`src/rtl/sync_analyzer.sv`:
```
// Receive-side timing analyzer for the latched TVP7002 HSYNC/VSYNC/FID stream.
// Latency: results update on the cycle after the internal edge-detect cycle.
// No backpressure: runs freely on PCLK_in. Optional FID_IN_EN takes field parity from FID_in.
module sync_analyzer #(
  parameter int HDIFF_TOL    = 2,
  parameter int STABLE_LINES = 4
) (
  input  logic        PCLK_in,
  input  logic        hw_reset_n,
  input  logic        HSYNC_in,
  input  logic        VSYNC_in,
  input  logic        FID_in,
  output logic [11:0] h_total,
  output logic [10:0] v_total,
  output logic [19:0] pcnt_frame,
  output logic        ilace_flag,
  output logic        vsync_flag,
  output logic        h_unstable
);

  localparam int          SW   = $clog2(STABLE_LINES + 1);
  localparam logic [11:0] TOL  = 12'(HDIFF_TOL);
  localparam logic [SW-1:0] STAB = SW'(STABLE_LINES);

  // Registered current and previous sync levels; idle level is high.
  logic hs_q, hs_p, vs_q, vs_p, fid_q;

  logic [11:0]   hcnt;
  logic [11:0]   h_prev;
  logic [SW-1:0] stab_cnt;
  logic          h_skip;      // next hs edge only restarts the line (after reset/timeout)

  logic [10:0]   vcnt;
  logic [19:0]   pcnt;
  logic          v_armed;     // a field start has been seen, so the next field is complete
  logic          phase_valid; // a previous field phase exists to compare against
  logic          phase_prev;

  logic          hs_edge, vs_edge;
  logic [11:0]   h_meas, h_diff;
  logic          h_in_tol;
  logic [SW-1:0] stab_nxt;
  logic [10:0]   vcnt_p1;
  logic [19:0]   pcnt_p1;
  logic          cur_phase;

  assign hs_edge = hs_p & ~hs_q;
  assign vs_edge = vs_p & ~vs_q;

  assign h_meas   = (hcnt == 12'hFFF) ? 12'hFFF : hcnt + 12'd1;
  assign h_diff   = (h_meas >= h_prev) ? (h_meas - h_prev) : (h_prev - h_meas);
  assign h_in_tol = (h_diff <= TOL);
  assign stab_nxt = (stab_cnt == STAB) ? stab_cnt : stab_cnt + 1'b1;

  assign vcnt_p1 = (vcnt == 11'h7FF) ? 11'h7FF : vcnt + 11'd1;
  assign pcnt_p1 = (pcnt == 20'hFFFFF) ? 20'hFFFFF : pcnt + 20'd1;

`ifdef FID_IN_EN
  // Field parity comes straight from the decoder's field ID.
  assign cur_phase = fid_q;
`else
  // Field parity: VSYNC falling in the second half of a line marks the other field.
  logic fid_unused;
  assign fid_unused = fid_q;
  assign cur_phase  = (hcnt >= {1'b0, h_total[11:1]});
`endif

  // Sample sync inputs and keep their previous values for falling-edge detection.
  always_ff @(posedge PCLK_in or negedge hw_reset_n) begin
    if (!hw_reset_n) begin
      hs_q  <= 1'b1;
      hs_p  <= 1'b1;
      vs_q  <= 1'b1;
      vs_p  <= 1'b1;
      fid_q <= 1'b0;
    end else begin
      hs_q  <= HSYNC_in;
      hs_p  <= hs_q;
      vs_q  <= VSYNC_in;
      vs_p  <= vs_q;
      fid_q <= FID_in;
    end
  end

  // Horizontal: measure line length, track stability, detect missing HSYNC.
  always_ff @(posedge PCLK_in or negedge hw_reset_n) begin
    if (!hw_reset_n) begin
      hcnt       <= '0;
      h_prev     <= '0;
      stab_cnt   <= '0;
      h_skip     <= 1'b1;
      h_total    <= '0;
      h_unstable <= 1'b1;
    end else if (hs_edge) begin
      hcnt   <= '0;
      h_prev <= h_meas;
      if (h_skip) begin
        // Partial line after reset or timeout: only seeds the comparison.
        h_skip <= 1'b0;
      end else begin
        h_total <= h_meas;
        if (!h_in_tol) begin
          h_unstable <= 1'b1;
          stab_cnt   <= '0;
        end else begin
          stab_cnt <= stab_nxt;
          if (stab_nxt == STAB) begin
            h_unstable <= 1'b0;
          end
        end
      end
    end else if (hcnt != 12'hFFF) begin
      hcnt <= hcnt + 12'd1;
      if (hcnt == 12'hFFE) begin
        // Line ran out of range: HSYNC considered missing.
        h_unstable <= 1'b1;
        stab_cnt   <= '0;
        h_total    <= '0;
        h_skip     <= 1'b1;
      end
    end
  end

  // Vertical: count lines and pixels per field, field-parity/interlace detection.
  always_ff @(posedge PCLK_in or negedge hw_reset_n) begin
    if (!hw_reset_n) begin
      vcnt        <= '0;
      pcnt        <= '0;
      v_total     <= '0;
      pcnt_frame  <= '0;
      vsync_flag  <= 1'b0;
      ilace_flag  <= 1'b0;
      v_armed     <= 1'b0;
      phase_valid <= 1'b0;
      phase_prev  <= 1'b0;
    end else if (vs_edge) begin
      vcnt       <= '0;
      pcnt       <= '0;
      vsync_flag <= ~vsync_flag;
      v_armed    <= 1'b1;
      if (v_armed) begin
        // A line ending together with VSYNC belongs to the field that ends.
        v_total    <= hs_edge ? vcnt_p1 : vcnt;
        pcnt_frame <= pcnt_p1;
      end
      phase_prev  <= cur_phase;
      phase_valid <= 1'b1;
      if (phase_valid) begin
        ilace_flag <= (cur_phase != phase_prev);
      end
    end else begin
      pcnt <= pcnt_p1;
      if (hs_edge && (vcnt != 11'h7FF)) begin
        vcnt <= vcnt + 11'd1;
        if (vcnt == 11'h7FE) begin
          // Field ran out of range: VSYNC considered missing.
          v_total     <= '0;
          pcnt_frame  <= 20'hFFFFF;
          ilace_flag  <= 1'b0;
          phase_valid <= 1'b0;
          v_armed     <= 1'b0;
        end
      end
    end
  end

endmodule

```
`config.mk`:
```
export PLATFORM = sky130hd
export DESIGN_NAME = sync_analyzer
export DESIGN_NICKNAME = d
export VERILOG_FILES = /design/src/rtl/sync_analyzer.sv
export SDC_FILE = /design/constraint.sdc
export NUM_CORES = 1
export LEC_CHECK = 0
export ABC_CLOCK_PERIOD_IN_PS = 4000
export CAP_MARGIN = 40
export CORE_MARGIN = 3
export CORE_UTILIZATION = 53
export DETAILED_ROUTE_END_ITERATION = 7
export HOLD_SLACK_MARGIN = 0.12
export PLACE_DENSITY = 0.75
export SYNTH_ARGS = -nofsm -noshare
export SYNTH_HDL_FRONTEND = slang
export SYNTH_SLANG_ARGS = --single-unit
```
`constraint.sdc`:
```
create_clock -name PCLK_in -period 4 [get_ports PCLK_in]
set_clock_uncertainty 0.05 [all_clocks]
set_input_delay 0.4 -clock PCLK_in [delete_from_list [all_inputs] [get_ports PCLK_in]]
set_output_delay 0.4 -clock PCLK_in [all_outputs]
set_load 0.005 [all_outputs]
```
==> results of run 1 <==
==> power breakdown <==
group	total (mW)	internal (mW)	switching, mW	leakage, nW
Sequential	1.36	1.25	0.106	1.44
Combinational	2.10	1.06	1.04	1.90
Clock	0.918	0.495	0.423	0.153
==> layer usage <==
layer / wire (um) / part of all wire (%) / GRT usage, %
met2: 7380 / 50 / 37.9
met4: 113 / 0.76 / 6.18
met5: 0 / 0 / 0
met3: 590 / 4.0 / 4.47
met1: 6780 / 46 / 31.2
==> how the worst max path moves through the flow <==
stage,startpoint,end,slack [ns],cells past startpoint
3_5_place_dp,hcnt[6],stab_cnt[2],-0.14,18
4_1_cts,hcnt[4],stab_cnt[2],-0.03,18
3_3_place_gp,hcnt[6],stab_cnt[2],-0.03,18
6_report,hcnt[5],stab_cnt[2],-0.08,18
5_1_grt,hcnt[4],stab_cnt[2],-0.25,18
2_1_floorplan,hcnt[4],stab_cnt[2],-0.19,20
==> area by class of cell <==
cell class,instances,area share (%)
Clock buffer,9,2.95
Clock inverter,7,1.08
Inverter,55,2.73
Multi-Input combinational cell,494,42.2
Sequential cell,111,36.4
Tap cell,143,2.34
Timing Repair Buffer,108,12.3
==> state kept, by name, indices dropped and copies added (netlist names), 3 cells and up <==
register	flops
v_total	11
hcnt	12
pcnt_frame	20
h_total	12
stab_cnt	3
vcnt	11
h_prev	12
pcnt	20
==> per-stage QoR <==
| stage | total power, mW | cells |
|---|---|---|
| global route | 4.65 | 927 |
| finish | 4.37 | 927 |
| CTS | 4.34 | 924 |
| detailed placement | 3.40 | 906 |
| global placement | 3.35 | 906 |
| floorplan | 2.76 | 698 |
==> worst reg2reg max path: cells and delay by family, from the launching register on <==
kind / cells / cell delay [ns]
fa+ha+maj: 2 / 0.49
simple gates: 6 / 1.14
buf+inv: 2 / 0.09
flops: 1 / 0.36
compound gates: 8 / 1.89
==> logic make-up after synthesis <==
group	Yosys count
buffers and inverters	93
and+or+nand+nor	235
adders and majority gates	43
DFF	111
muxes	10
AOI/OAI and AO/OA	173
xor gates and xnor gates	33
==> timing repair <==
action | in CTS | in global routing
buffers inserted | 1 | 3
endpoints found under the setup margin | 3 | 4
hold buffers | 1 | 0
endpoints found under the hold margin | 23 | 0
cloned | 0 | 0
pin swaps | 6 | 5
resized for setup | 7 | 4
==> synthesized netlist by cell type, types with 3 or more instances <==
| cell | n | share of area (%) |
|---|---|---|
| clkbuf_1 | 33 | 2.0 |
| nor3_1 | 6 | 0.48 |
| nand3_1 | 29 | 2.3 |
| or3_1 | 6 | 0.60 |
| a21o_1 | 13 | 1.6 |
| a211oi_1 | 4 | 0.48 |
| dfrtp_1 | 105 | 42 |
| nand2b_1 | 7 | 0.70 |
| buf_2 | 3 | 0.24 |
| ha_1 | 41 | 8.2 |
| a21oi_1 | 55 | 4.4 |
| nor2b_1 | 8 | 0.80 |
| nand2_1 | 61 | 3.6 |
| o22ai_1 | 13 | 1.3 |
| o31ai_1 | 4 | 0.48 |
| inv_1 | 54 | 3.2 |
| a31oi_1 | 13 | 1.3 |
| o21ai_0 | 26 | 2.1 |
| o21a_1 | 5 | 0.60 |
| and2_1 | 8 | 0.80 |
| nand4_1 | 5 | 0.50 |
| o21ai_1 | 17 | 1.4 |
| xnor2_1 | 18 | 2.5 |
| and3_1 | 10 | 1.0 |
| nor2_1 | 83 | 5.0 |
| xor2_1 | 15 | 2.1 |
| dfstp_2 | 6 | 2.5 |
| mux2i_1 | 8 | 1.3 |
==> impl_metrics.ini, run 1 <==
[status]
outcome = finished with violations
failed_checks = negative setup slack

[routing]
wirelength_um = 14900
vias_per_cell = 5.61
vias = 5205
ant_nets = 0
first_iter_violations = 302
drc_errors = 0
wire_per_inst_um = 16.0
firstDrtPassIters = 5

[layout]
final_common_cell = dfrtp_1
final_cell_mix = 105 x dfrtp_1, 83 x nor2_1, 61 x nand2_1, 58 x buf_4, 53 x a21oi_1
nets = 827
fin_area_um2 = 7650
post-route-util_pct = 66.4
drive_gt1_share_pct = 14.2
diodes = 0
multi_input_area_um2 = 3230
seqCellArea_um2 = 2790
fill_cells = 920
syn2layout_area_growth_pct = 21.6

[sta]
relSlewSlack_pct = 43.7
finalCritPeriodShare_pct = 102
whs_ns = 0.324
setup_viol = 1
hold_viol = 0
min_period_ns = 4.08
rsz0062_at_grt = yes
slew_viol_final = 0
tightestPinTransition_ns = 0.845
setup_ws_ns = -0.0790
setup-tns-final_ns = -0.0790
fmax_ghz = 0.245

[synth]
ys_warn_count = 0
synth-edff-count = 0
ys_seq_elements = 111
yosys.area_share.simple_pct = 17.3
syn_area_per_cell_um2 = 9.01
synth_cell_type_count = 61
synth-xor-area-share_pct = 4.60
synth_seq_area_share_pct = 44.3
postSynth.asyncResetShare_pct = 100
ys.flop_type = dfrtp_1
synth_compound_area_share_pct = 17.6
synth_top_family_by_area = compound AO/OA/AOI/OAI gates
synth_fa_ha_area_share_pct = 8.80
syn-num-nets = 746
synthMuxAreaShare_pct = 1.63
synth_area_um2 = 6290
syn_inst = 698

[floorplan]
coreArea_um2 = 11500
fp.dieW_um = 115
num_rows = 39
fp.dieH_um = 115
die-area_um2 = 13200
io_pins = 51
start_util_pct = 54.6

[global_routing]
gr-total-overflow = 0
grt_pass1_vias = 5075
grt_max_degree = 58
antenna_found_initial = 0
grt.total_usage_pct = 23.0
grt_pass1_wl_um = 24400

[worst_setup_path]
ff2ff_path_depth = 18
timing.rr.end = stab_cnt[2]
start_kind = flop
cp.arrival_ns = 4.31
crit_fanout = 4
endpoint_kind = flop
crit_family = compound AO/OA/AOI/OAI gates
r2r-start = hcnt[5]
max_stage_delay_ns = 0.40
rrSetupSlack_ns = -0.08
criticalPathCategory = flop to flop
crit_buf_inv = 2
required_ns = 4.23
crit_chain = and3_4 > nand3_2 > or3_4 > and2_4 > inv_4 > ha_4 > inv_2 > fa_2 > a211o_1 > a221o_1 > a21oi_2 > nand3_2 > a2111oi_4 > a2bb2oi_2 > a2111oi_4 > nand4_2 > a31oi_1 > o22a_1
crit_slowest_cell = or3_4

[min_path]
hold_depth = 0
worstHoldStart = vs_q
min_to = vs_p
hold_path.class = flop to flop

[place]
place_congestion = 0.879
io_buffers = 49
pre_cts_ws_ns = -0.138
place_area_um2 = 7250
dpl.hpwl_um = 11000

[clock_network]
tritoncts = done
cts.clk_slew.worst_paths_ns = 0.07
clockBufferDepth = 2
insertion_delay_ns = 0.35
numClockSinks = 111
cts_buffers = 9
root_buffer = clkbuf_16
htreeDepth = 3

[power_and_ir_drop]
vdd_drop_max_v = 0.000329
p_per_area_nw_per_um2 = 572
leakage_nw = 3.49

[job]
cap_violations = 0
Note: power is estimated with default switching activity, not from simulation.
==> run 2, diff against run 1 <==
ABC_CLOCK_PERIOD_IN_PS = not set   (was 4000)
==> results of run 2 <==
Final layout, timing and power as in run 1 (identical DEF).
==> run 3, diff against run 2 <==
CTS_CLUSTER_SIZE = 12   (was not set)
==> results of run 3 <==
Final layout, timing and power as in run 1 (identical DEF).
